--- src/rtl/riscv_mem_pkg.sv ---
// Shared memory-access encodings and LSU state enum for the data-side pipeline.
// The FAULT state exists only when LSU_MISALIGN_TRAP_EN is defined.
package riscv_mem_pkg;

  typedef enum logic [1:0] {
    MEM_DISABLE   = 2'b00,
    MEM_READ_SEXT = 2'b01,
    MEM_READ_ZEXT = 2'b10,
    MEM_WRITE     = 2'b11
  } mem_op_e;

  localparam logic [1:0] SZ_BYTE = 2'b00;
  localparam logic [1:0] SZ_HALF = 2'b01;
  localparam logic [1:0] SZ_WORD = 2'b10;

  typedef enum logic [2:0] {
    ST_IDLE,
    ST_ISSUE,
    ST_WAIT,
`ifdef LSU_MISALIGN_TRAP_EN
    ST_RESP,
    ST_FAULT
`else
    ST_RESP
`endif
  } lsu_state_e;

  // Size 2'b11 behaves as a word everywhere.
  function automatic logic isMisaligned(input logic [1:0] size, input logic [1:0] addrLo);
    if (size == SZ_HALF) return addrLo[0];
    if (size[1])         return addrLo != 2'b00;
    return 1'b0;
  endfunction

  function automatic logic [31:0] alignAddr(input logic [1:0] size, input logic [31:0] addr);
    if (size == SZ_BYTE) return addr;
    if (size == SZ_HALF) return {addr[31:1], 1'b0};
    return {addr[31:2], 2'b00};
  endfunction

endpackage

--- src/rtl/load_store_unit_if.sv ---
// Request/response and RAM port B bundle of the load/store unit.
// master = pipeline + RAM side, slave = the load/store unit itself.
interface load_store_unit_if;
  import riscv_mem_pkg::*;

  logic        req_valid;
  logic        req_ready;
  mem_op_e     req_op;
  logic [1:0]  req_size;
  logic [31:0] req_addr;
  logic [31:0] req_wdata;
  logic [4:0]  req_rd;
  logic        resp_valid;
  logic [31:0] resp_data;
  logic [4:0]  resp_rd;
  logic        resp_misaligned;
  logic [31:0] mem_addr;
  logic [31:0] mem_din;
  logic [3:0]  mem_web;
  logic [31:0] mem_dout;
  logic        mem_read_valid;
  logic        mem_not_ready;

  modport master (
    output req_valid, req_op, req_size, req_addr, req_wdata, req_rd,
           mem_dout, mem_read_valid, mem_not_ready,
    input  req_ready, resp_valid, resp_data, resp_rd, resp_misaligned,
           mem_addr, mem_din, mem_web
  );

  modport slave (
    input  req_valid, req_op, req_size, req_addr, req_wdata, req_rd,
           mem_dout, mem_read_valid, mem_not_ready,
    output req_ready, resp_valid, resp_data, resp_rd, resp_misaligned,
           mem_addr, mem_din, mem_web
  );

endinterface

--- src/rtl/lsu_align.sv ---
// Combinational lane logic: store byte-enables / lane replication and
// load shift plus sign/zero extension.
module lsu_align
  import riscv_mem_pkg::*;
(
  input  logic [1:0]  stSize,
  input  logic [1:0]  stAddrLo,
  input  logic [31:0] stData,
  output logic [3:0]  stWeb,
  output logic [31:0] stDin,
  input  mem_op_e     ldOp,
  input  logic [1:0]  ldSize,
  input  logic [1:0]  ldAddrLo,
  input  logic [31:0] ldWord,
  output logic [31:0] ldData
);

  logic [31:0] ldShifted;

  function automatic logic [31:0] extend(input logic [31:0] v, input logic [1:0] size,
                                         input logic sx);
    logic signed [7:0]  b;
    logic signed [15:0] h;
    b = v[7:0];
    h = v[15:0];
    case (size)
      SZ_BYTE: extend = sx ? 32'(b) : {24'b0, v[7:0]};
      SZ_HALF: extend = sx ? 32'(h) : {16'b0, v[15:0]};
      default: extend = v;
    endcase
  endfunction

  always_comb begin
    stWeb = 4'b1111;
    stDin = stData;
    case (stSize)
      SZ_BYTE: begin
        stWeb = 4'b0001 << stAddrLo;
        stDin = {4{stData[7:0]}};
      end
      SZ_HALF: begin
        stWeb = 4'b0011 << {stAddrLo[1], 1'b0};
        stDin = {2{stData[15:0]}};
      end
      default: ;
    endcase
  end

  assign ldShifted = ldWord >> {ldAddrLo, 3'b000};
  assign ldData    = extend(ldShifted, ldSize, ldOp == MEM_READ_SEXT);

endmodule

--- src/rtl/load_store_unit.sv ---
// Data-side load/store unit between execute and data RAM port B.
// Define LSU_MISALIGN_TRAP_EN to trap misaligned accesses instead of force-aligning them.
module load_store_unit
  import riscv_mem_pkg::*;
(
  input  logic             clk,
  input  logic             reset,
  load_store_unit_if.slave bus
);

  lsu_state_e  state, nextState;
  logic [1:0]  rstSync;
  logic        rstN;
  logic        accept, startIssue, issueDone, loadDone, respNow, faultNow;
  logic        reqMisaligned;
  logic [31:0] effAddr;
  logic [3:0]  stWeb;
  logic [31:0] stDin, ldData;
  mem_op_e     opQ;
  logic [1:0]  sizeQ, addrLoQ;
  logic [4:0]  rdQ;

`ifdef LSU_MISALIGN_TRAP_EN
  assign effAddr       = bus.req_addr;
  assign reqMisaligned = isMisaligned(bus.req_size, bus.req_addr[1:0]);
`else
  assign effAddr       = alignAddr(bus.req_size, bus.req_addr);
  assign reqMisaligned = 1'b0;
`endif

  // Reset asserts asynchronously, releases two clocks later in this domain.
  always_ff @(posedge clk or negedge reset) begin
    if (!reset) rstSync <= 2'b00;
    else        rstSync <= {rstSync[0], 1'b1};
  end
  assign rstN = rstSync[1];

  lsu_align uAlign (
    .stSize  (bus.req_size),
    .stAddrLo(effAddr[1:0]),
    .stData  (bus.req_wdata),
    .stWeb   (stWeb),
    .stDin   (stDin),
    .ldOp    (opQ),
    .ldSize  (sizeQ),
    .ldAddrLo(addrLoQ),
    .ldWord  (bus.mem_dout),
    .ldData  (ldData)
  );

  always_ff @(posedge clk or negedge rstN) begin
    if (!rstN) state <= ST_IDLE;
    else       state <= nextState;
  end

  always_comb begin
    nextState = state;
    case (state)
      ST_IDLE: begin
`ifdef LSU_MISALIGN_TRAP_EN
        if (accept) nextState = reqMisaligned ? ST_FAULT : ST_ISSUE;
`else
        if (accept) nextState = ST_ISSUE;
`endif
      end
      ST_ISSUE: if (!bus.mem_not_ready) nextState = (opQ == MEM_WRITE) ? ST_RESP : ST_WAIT;
      ST_WAIT:  if (bus.mem_read_valid) nextState = ST_RESP;
      ST_RESP:  nextState = ST_IDLE;
`ifdef LSU_MISALIGN_TRAP_EN
      ST_FAULT: nextState = ST_IDLE;
`endif
      default:  nextState = ST_IDLE;
    endcase
  end

  always_comb begin
    bus.req_ready = (state == ST_IDLE);
    accept        = bus.req_ready && bus.req_valid && (bus.req_op != MEM_DISABLE);
    startIssue    = accept && !reqMisaligned;
    issueDone     = (state == ST_ISSUE) && !bus.mem_not_ready;
    loadDone      = (state == ST_WAIT) && bus.mem_read_valid;
`ifdef LSU_MISALIGN_TRAP_EN
    faultNow      = (state == ST_FAULT);
`else
    faultNow      = 1'b0;
`endif
    respNow       = (state == ST_RESP) || faultNow;
  end

  // Registered outputs; resp_valid trails the RESP/FAULT state by one edge.
  always_ff @(posedge clk or negedge rstN) begin
    if (!rstN) begin
      bus.resp_valid <= 1'b0;
      bus.resp_data  <= '0;
      bus.resp_rd    <= '0;
      bus.mem_addr   <= '0;
      bus.mem_din    <= '0;
      bus.mem_web    <= '0;
    end else begin
      bus.resp_valid <= respNow;
      if (respNow) bus.resp_rd <= rdQ;
      if (accept)        bus.resp_data <= '0;
      else if (loadDone) bus.resp_data <= ldData;
      if (startIssue) begin
        bus.mem_addr <= effAddr;
        bus.mem_din  <= stDin;
        bus.mem_web  <= (bus.req_op == MEM_WRITE) ? stWeb : 4'b0000;
      end else if (issueDone) begin
        bus.mem_web  <= '0;
      end
    end
  end

`ifdef LSU_MISALIGN_TRAP_EN
  always_ff @(posedge clk or negedge rstN) begin
    if (!rstN) bus.resp_misaligned <= 1'b0;
    else       bus.resp_misaligned <= faultNow;
  end
`else
  assign bus.resp_misaligned = 1'b0;
`endif

  // Request fields needed after acceptance; no reset needed.
  always_ff @(posedge clk) begin
    if (accept) begin
      opQ     <= bus.req_op;
      sizeQ   <= bus.req_size;
      addrLoQ <= effAddr[1:0];
      rdQ     <= bus.req_rd;
    end
  end

endmodule

--- src/flat_wrapper.sv ---
// flat-port wrapper written by rule: the top's interface ports become plain ports
module load_store_unit_flat import riscv_mem_pkg::*;
  (clk, reset, bus_req_valid, bus_req_op, bus_req_size, bus_req_addr, bus_req_wdata, bus_req_rd, bus_mem_dout, bus_mem_read_valid, bus_mem_not_ready, bus_req_ready, bus_resp_valid, bus_resp_data, bus_resp_rd, bus_resp_misaligned, bus_mem_addr, bus_mem_din, bus_mem_web);
  load_store_unit_if bus_i ();
  input  logic clk;
  input  logic reset;
  input wire logic [$bits(bus_i.req_valid)-1:0] bus_req_valid;
  input wire logic [$bits(bus_i.req_op)-1:0] bus_req_op;
  input wire logic [$bits(bus_i.req_size)-1:0] bus_req_size;
  input wire logic [$bits(bus_i.req_addr)-1:0] bus_req_addr;
  input wire logic [$bits(bus_i.req_wdata)-1:0] bus_req_wdata;
  input wire logic [$bits(bus_i.req_rd)-1:0] bus_req_rd;
  input wire logic [$bits(bus_i.mem_dout)-1:0] bus_mem_dout;
  input wire logic [$bits(bus_i.mem_read_valid)-1:0] bus_mem_read_valid;
  input wire logic [$bits(bus_i.mem_not_ready)-1:0] bus_mem_not_ready;
  output wire logic [$bits(bus_i.req_ready)-1:0] bus_req_ready;
  output wire logic [$bits(bus_i.resp_valid)-1:0] bus_resp_valid;
  output wire logic [$bits(bus_i.resp_data)-1:0] bus_resp_data;
  output wire logic [$bits(bus_i.resp_rd)-1:0] bus_resp_rd;
  output wire logic [$bits(bus_i.resp_misaligned)-1:0] bus_resp_misaligned;
  output wire logic [$bits(bus_i.mem_addr)-1:0] bus_mem_addr;
  output wire logic [$bits(bus_i.mem_din)-1:0] bus_mem_din;
  output wire logic [$bits(bus_i.mem_web)-1:0] bus_mem_web;
  assign bus_i.req_valid = bus_req_valid;
  assign bus_i.req_op = bus_req_op;
  assign bus_i.req_size = bus_req_size;
  assign bus_i.req_addr = bus_req_addr;
  assign bus_i.req_wdata = bus_req_wdata;
  assign bus_i.req_rd = bus_req_rd;
  assign bus_i.mem_dout = bus_mem_dout;
  assign bus_i.mem_read_valid = bus_mem_read_valid;
  assign bus_i.mem_not_ready = bus_mem_not_ready;
  assign bus_req_ready = bus_i.req_ready;
  assign bus_resp_valid = bus_i.resp_valid;
  assign bus_resp_data = bus_i.resp_data;
  assign bus_resp_rd = bus_i.resp_rd;
  assign bus_resp_misaligned = bus_i.resp_misaligned;
  assign bus_mem_addr = bus_i.mem_addr;
  assign bus_mem_din = bus_i.mem_din;
  assign bus_mem_web = bus_i.mem_web;
  load_store_unit u_core (.clk(clk), .reset(reset), .bus(bus_i));
endmodule
--- config.mk ---
export PLATFORM = sky130hd
export DESIGN_NAME = load_store_unit_flat
export DESIGN_NICKNAME = d
export VERILOG_FILES = /design/src/rtl/riscv_mem_pkg.sv /design/src/rtl/load_store_unit_if.sv /design/src/rtl/lsu_align.sv /design/src/rtl/load_store_unit.sv /design/src/flat_wrapper.sv
export SDC_FILE = /design/constraint.sdc
export NUM_CORES = 1
export LEC_CHECK = 0
export BUFFER_PORTS_ARGS = -buffer_cell sky130_fd_sc_hd__buf_2
export CORE_MARGIN = 2
export CORE_UTILIZATION = 53
export DETAILED_ROUTE_END_ITERATION = 8
export PLACE_DENSITY = 0.85
export SYNTH_ARGS = -nofsm -noshare
export SYNTH_HDL_FRONTEND = slang
export SYNTH_HIERARCHICAL = 1
export SYNTH_SLANG_ARGS = --single-unit
--- constraint.sdc ---
create_clock -name clk -period 8 [get_ports clk]
set_input_delay 0.8 -clock clk [delete_from_list [all_inputs] [get_ports clk]]
set_output_delay 0.8 -clock clk [all_outputs]
set_load 0.02 [all_outputs]
==> run summary, run 1 <==
# port buffers: 216
Worst setup EP type: flip-flop
Post-DR vias/cell: 5.28
Mapped cell area: 5840 sq um
Crit path DAT: 3.07 ns
Placed cells: 950
WL per Instance: 15.2 microns
Initial antenna violation count: 0
Psw: 1.15 mW
DR pass1 iterations: 5
Hold Path Class: in -> async
RSZ-0062 raised after global routing: no
Comb pwr share: 0.384
Vias in the first global route: 4910
Cells after synthesis: 638
Warnings from Yosys: 6
Leakage: 3.96 nW
Routed WL: 14900 microns
Row cnt: 38
H-tree Lvls: 4
Worst-case clock skew: 0.0105 ns
Hold slack: 0.0723 ns
Mapped Nets: 753
Finish-stage setup viols: 0
Hpwl dp: 10300 microns
Final core utilization: 0.689
Sequential power share: 0.358
Clock network fraction of total power: 0.257
Diode count: 0
Grt met3 use: 0.0705
Worst-path clk slew: 0.06 ns
Num CTS Buffers: 17
Unique masters post-synth: 40
Clock tree buffer depth: 2
Setup CP Type: reg -> reg
Clk_lat worst skew: 0.50 ns
P_int: 1.67 mW
DIE WIDTH: 109 microns
Routability cong.: 0.853
Final Power: 2.82 mW
Largest net degree at the start of global routing: 72
Final Hold Fails: 0
Fmax: 372 MHz
Post-DP Area: 6870 sq um
Post-CTS Setup Inserts: 0
Avg Inst Size Synth: 9.15 sq um
Post-route ant nets: 0
CTS Sinks: 121
Status: complete, no violations
Hold_buf cts: 0
Gr busiest metal: met2
Tcrit/Tclk final: 0.336
Die Height: 109 microns
Pwr dens: 379 nW/um^2
Nets: 944
Post-route DRC: 0
1st-iter DRT viols: 326
Root Driver: clkbuf_8
Setup WS post-layout: 5.31 ns
Share of cells above drive strength 1: 0.348
Design area: 7430 sq um
First-pass GRT wire length: 23600 microns
Global route total overflow: 0
Boundary Pins: 218
Max cap viols: 0
Switching share of power: 0.408
Flops & latches, synth: 121
Detailed-route via count: 5188
Initial Util: 0.541
Nature of the critical path startpoint: flip-flop
Least-Margin Pin Slew: 1.10 ns
Max VDD drop: 247 uV
CTS tree: done
Max Slew Vio Count: 0
Min Tclk post-route: 2.69 ns
Final Non-Filler Cells: 982
Area Overhead vs Synth: 27.4%
CP Max Fanout: 71
GR Layer Usage met2: 0.410
Core footprint: 10800 sq um
Tot GR Track Use: 0.256
Die area: 11900 sq um
Sequential fraction of the synthesis area: 0.528
Post-cts sizing count: 0
TNS Setup: 0 ns
Headroom to the max-slew limit: 0.269
CP Data Required Time: 8.39 ns
Met1 Track Usage GR: 0.332
Pre-CTS WS: 5.22 ns
layout by cell type, fill, tap and decap left out, drive strengths merged, types with 3 or more instances in the layout:
master / n
nor2b: 10
a21oi: 41
o22ai: 8
a31oi: 8
nand2b: 3
o21ai: 16
clkinv: 5
ha: 5
buf: 220
nor3b: 3
a22o: 5
mux2: 24
clkbuf: 18
a211oi: 7
mux2i: 25
inv: 13
dfrtp: 110
edfxtp: 11
or2: 8
nor2: 4
nand2: 281
per-layer routing:
metal / share of wire / vias up
met2: 0.49 / 251
met4: 0.019 / 0
met1: 0.42 / 2444
met5: 0 / -
li1: - / 2470
met3: 0.080 / 23
kinds of logic (layout without fill, tap and decap cells):
| logic type | count (synthesis) | after routing | synth area share |
|---|---|---|---|
| flip-flops | 121 | 121 | 0.528 |
| other | 2 | 2 | 0.00129 |
| AND/OR/NAND/NOR | 312 | 312 | 0.216 |
| multiplexers | 50 | 50 | 0.0937 |
| buffers and inverters | 55 | 259 | 0.0504 |
| AO/OA/AOI/OAI | 93 | 93 | 0.100 |
| adder cells (fa/ha/maj) | 5 | 5 | 0.0107 |
path summary, 6_finish.rpt:
path / cells after the start / startpoint / to / slack, ns
max: 7 / u_core/state[0] / u_core/bus.mem_web[2] / 5.31
min: 1 / reset / u_core/rstSync[0] / 0.07
max reg2reg: 7 / u_core/state[0] / u_core/bus.mem_web[2] / 5.31
min reg2reg: 0 / u_core/rstSync[1] / u_core/bus.mem_din[29] / 0.31
max in group asynchronous: 1 / u_core/rstSync[1] / u_core/bus.resp_data[20] / 6.45
min in group clk: 0 / u_core/rstSync[0] / u_core/rstSync[1] / 0.35
power by group through the flow:
stage / sequential (mW) / clock [mW] / combinational [mW]
after floorplan: 1.29 / 0 / 0.433
after global placement: 1.01 / 0 / 1.06
after detailed placement: 1.01 / 0 / 1.09
after CTS: 1.01 / 0.736 / 1.09
after global routing: 1.04 / 0.766 / 1.18
final: 1.01 / 0.724 / 1.08
layout make-up:
| cell class | instances | area, sq um |
|---|---|---|
| Timing Repair Buffer | 220 | 1110 |
| Clock buffer | 18 | 428 |
| Sequential cell | 121 | 3090 |
| Clock inverter | 14 | 138 |
| Tap cell | 140 | 175 |
| Inverter | 7 | 27.5 |
| Multi-Input combinational cell | 462 | 2470 |
| Fill cell | 881 | 3360 |
state kept, by name, summed over array words and instances (netlist names):
register and flops:
u_core/bus.resp_data 32, u_core/state 2, u_core/opQ 2, u_core/bus.mem_addr 32, u_core/rstSync 2, u_core/sizeQ 2
u_core/bus.mem_web 4, u_core/bus.resp_valid 1, u_core/addrLoQ 2, u_core/bus.resp_rd 5, u_core/bus.mem_din 32, u_core/rdQ 5
cell usage after synthesis, drive strengths merged:
cell type / n / area share
a31oi: 8 / 0.011
dfrtp: 110 / 0.47
o21bai: 2 / 0.0026
inv: 7 / 0.0045
nor2: 4 / 0.0030
a222oi: 1 / 0.0017
buf: 35 / 0.038
mux2i: 25 / 0.043
o211ai: 1 / 0.0021
mux2: 24 / 0.047
a311oi: 1 / 0.0015
a22o: 5 / 0.0075
clkbuf: 13 / 0.0084
edfxtp: 11 / 0.057
nand2: 281 / 0.18
a21o: 2 / 0.0026
a211oi: 7 / 0.0090
o22ai: 8 / 0.0086
and2: 1 / 0.0011
nor2b: 10 / 0.011
and4: 1 / 0.0015
o221ai: 1 / 0.0045
ha: 5 / 0.011
nand2b: 3 / 0.0032
mux4: 1 / 0.0039
and2b: 1 / 0.0013
or2: 8 / 0.0086
nor3b: 3 / 0.0056
conb: 2 / 0.0013
a21oi: 41 / 0.035
o21ai: 16 / 0.014
worst max-delay path, cell delays in order, from the launching register on:
cell and delay [ns]:
dfrtp_1 0.44, inv_1 0.11, ha_1 0.30, o211ai_4 0.12, clkinv_2 0.39, buf_4 0.68, a21oi_1 0.21, a22o_1 0.28
Note: power is estimated with default switching activity, not from simulation.
==> inputs of run 2 (changes only) <==
Settings changed: CORE_UTILIZATION 53 to 50, PLACE_DENSITY 0.85 to 0.81.
Clock period 8 ns to 2.66 ns, I/O delays scaled along.
==> run 2 against run 1 <==
Net effect:
- die area increased by 5.8%
- routed wire length increased by 6.0%
- worst setup slack got worse by 4.5 ns
- register-to-register slack got worse by 4.5 ns
- worst hold slack got worse by 0.036 ns
- critical path depth decreased by 1
- combinational power increased to 3.1 times the previous value
- critical endpoint is now u_core/bus.mem_din[4]
- highest routed layer unchanged
==> run summary, run 2 (synthesized netlist as in run 1, its figures left out) <==
Setup CP Type: reg -> reg
Root Driver: clkbuf_16
Finish-stage setup viols: 0 (unchanged)
GR Layer Usage met2: 0.412 (+0.00218)
Max VDD drop: 677 uV (+170%)
Max Slew Vio Count: 0 (unchanged)
Worst-path clk slew: 0.06 ns (about the same)
Area Overhead vs Synth: 29.5%
Reg2Reg Launch Point: u_core/state[0]
Psw: 3.50 mW (+200%)
Final Non-Filler Cells: 991 (+0.92%)
Post-DR vias/cell: 5.27 (-0.18%)
Leakage: 4.02 nW (+1.6%)
Tcrit/Tclk final: 0.703 (+0.367)
Initial Util: 0.511 (-0.0296)
Post-route ant nets: 0 (unchanged)
Fmax: 535 MHz (+44%)
Num CTS Buffers: 17 (unchanged)
Routed WL: 15800 microns (+6.0%)
Clock tree buffer depth: 2 (unchanged)
Initial antenna violation count: 0 (unchanged)
Min Tclk post-route: 1.87 ns (-0.816 ns)
First-pass GRT wire length: 25500 microns (+8.3%)
Share of cells above drive strength 1: 0.351 (+0.00343)
Vias in the first global route: 5164 (+5.2%)
Placed cells: 958 (+0.84%)
Tot GR Track Use: 0.256 (about the same)
Setup WS post-layout: 0.790 ns (-4.52 ns)
Worst setup EP type: flip-flop
P_int: 5.19 mW (+210%)
CP Max Fanout: 58 (-18%)
Hold Startpoint: bus_req_rd[4]
Post-CTS Setup Inserts: 0 (unchanged)
Nets: 950 (+0.64%)
Clock network fraction of total power: 0.268 (+0.011)
1st-iter DRT viols: 666 (+100%)
Die area: 12600 sq um (+5.8%)
Clk_lat worst skew: 0.41 ns (-0.09 ns)
H-tree Lvls: 4 (unchanged)
Diode count: 0 (unchanged)
CTS Sinks: 121 (unchanged)
# port buffers: 216 (unchanged)
Largest registers: u_core/bus.mem_addr (32), u_core/bus.mem_din (32), u_core/bus.resp_data (32)
Detailed-route via count: 5226 (+0.73%)
Routability cong.: 0.904 (+6.0%)
Nature of the critical path startpoint: flip-flop
Core footprint: 11400 sq um (+5.8%)
Switching share of power: 0.402 (-0.00558)
Headroom to the max-slew limit: 0.464 (+0.195)
Grt met3 use: 0.0805 (+0.00992)
Max cap viols: 0 (unchanged)
Row cnt: 39 (+2.6%)
Least-Margin Pin Slew: 0.804 ns (-0.292 ns)
DIE WIDTH: 112 microns (+2.9%)
Gr busiest metal: met2
Pwr dens: 1150 nW/um^2 (+200%)
RSZ-0062 raised after global routing: no
Pre-CTS WS: 0.810 ns (-4.41 ns)
Status: complete, no violations
TNS Setup: 0 ns (unchanged)
DR pass1 iterations: 6 (+1)
CTS tree: done
Largest net degree at the start of global routing: 61 (-15%)
Post-route DRC: 0 (unchanged)
Commonest non-fill, non-tap cell in the layout: nand2_1
Die Height: 112 microns (+2.9%)
Hold Path Class: in -> reg
Sequential power share: 0.350 (-0.008)
Boundary Pins: 218 (unchanged)
WL per Instance: 15.9 microns (+5.0%)
Comb pwr share: 0.381 (-0.003)
Crit path launch: u_core/state[0]
Hpwl dp: 10900 microns (+5.6%)
Worst-case clock skew: 0.00916 ns (-0.00132 ns)
Commonest cells after routing, fill and taps aside: nand2_1, buf_2, dfrtp_1, a21oi_1, mux2i_1
Final Hold Fails: 0 (unchanged)
Global route total overflow: 0 (unchanged)
CP Data Required Time: 3.00 ns (-5.39 ns)
Met1 Track Usage GR: 0.335 (+0.00225)
Crit path DAT: 2.21 ns (-0.86 ns)
## run 2: cell count changes in the layout (fill, tap and decap cells not counted)
cell / delta
dlygate4sd3_1: +1
clkinvlp_4: -2
buf_4: +2
clkbuf_8: -1
inv_8: -1
clkbuf_16: +1
bufinv_16: +1
buf_12: +3
inv_6: +2
## run 2: stage by stage
step                hold WS, ns   util  area, sq um  total power [mW]
global placement         0.0529  0.608         6950              6.30
detailed placement       0.0549  0.608         6950              6.38
global route             0.0203  0.662         7560              9.22
CTS                      0.0215  0.662         7560              8.75
finish                   0.0363  0.662         7560              8.69
floorplan               -0.0296      -         5840              5.19
## run 2: per-layer routing
metal,vias to the layer above,part of all wire
li1,2480,-
met1,2444,0.40
met2,269,0.49
met3,33,0.098
met4,0,0.017
met5,-,0
## run 2: power by group through the flow
stage                     Sequential, mW  Clock [mW]  Combinational (mW)
after floorplan                     3.88           0                1.30
after global placement              3.04           0                3.25
after detailed placement            3.05           0                3.33
after CTS                           3.05        2.36                3.34
after global routing                3.14        2.46                3.62
final                               3.04        2.33                3.31
## run 2: final timing paths
path	endpoint	slack, ns	depth (start not counted)
worst min-delay path	u_core/rdQ[4]	0.04	1
worst min register to register	u_core/rstSync[1]	0.35	0
worst max register to register	u_core/bus.mem_din[4]	0.79	6
min in group asynchronous	u_core/rstSync[1]	0.17	2
worst max-delay path	u_core/bus.mem_din[4]	0.79	6
max in group asynchronous	u_core/bus.resp_data[25]	1.52	1
## run 2: repair_timing
action,CTS,global route
endpoints found under the hold margin,2,0
hold buffers,1,0
gates resized for setup,0,0
## run 2: final cells by class
class	count	area (sq um)
Clock buffer	18	439
Sequential cell	121	3090
Timing Repair Buffer	226	1200
Clock inverter	14	159
Inverter	7	27.5
Multi-Input combinational cell	462	2470
Tap cell	143	179
Fill cell	940	3860
## run 2: worst max-delay path, stage by stage, from the launching register on
cell	delay, ns
dfrtp_1	0.42
inv_1	0.09
ha_1	0.29
o211ai_4	0.19
buf_4	0.57
nand2_1	0.12
nand2_1	0.09
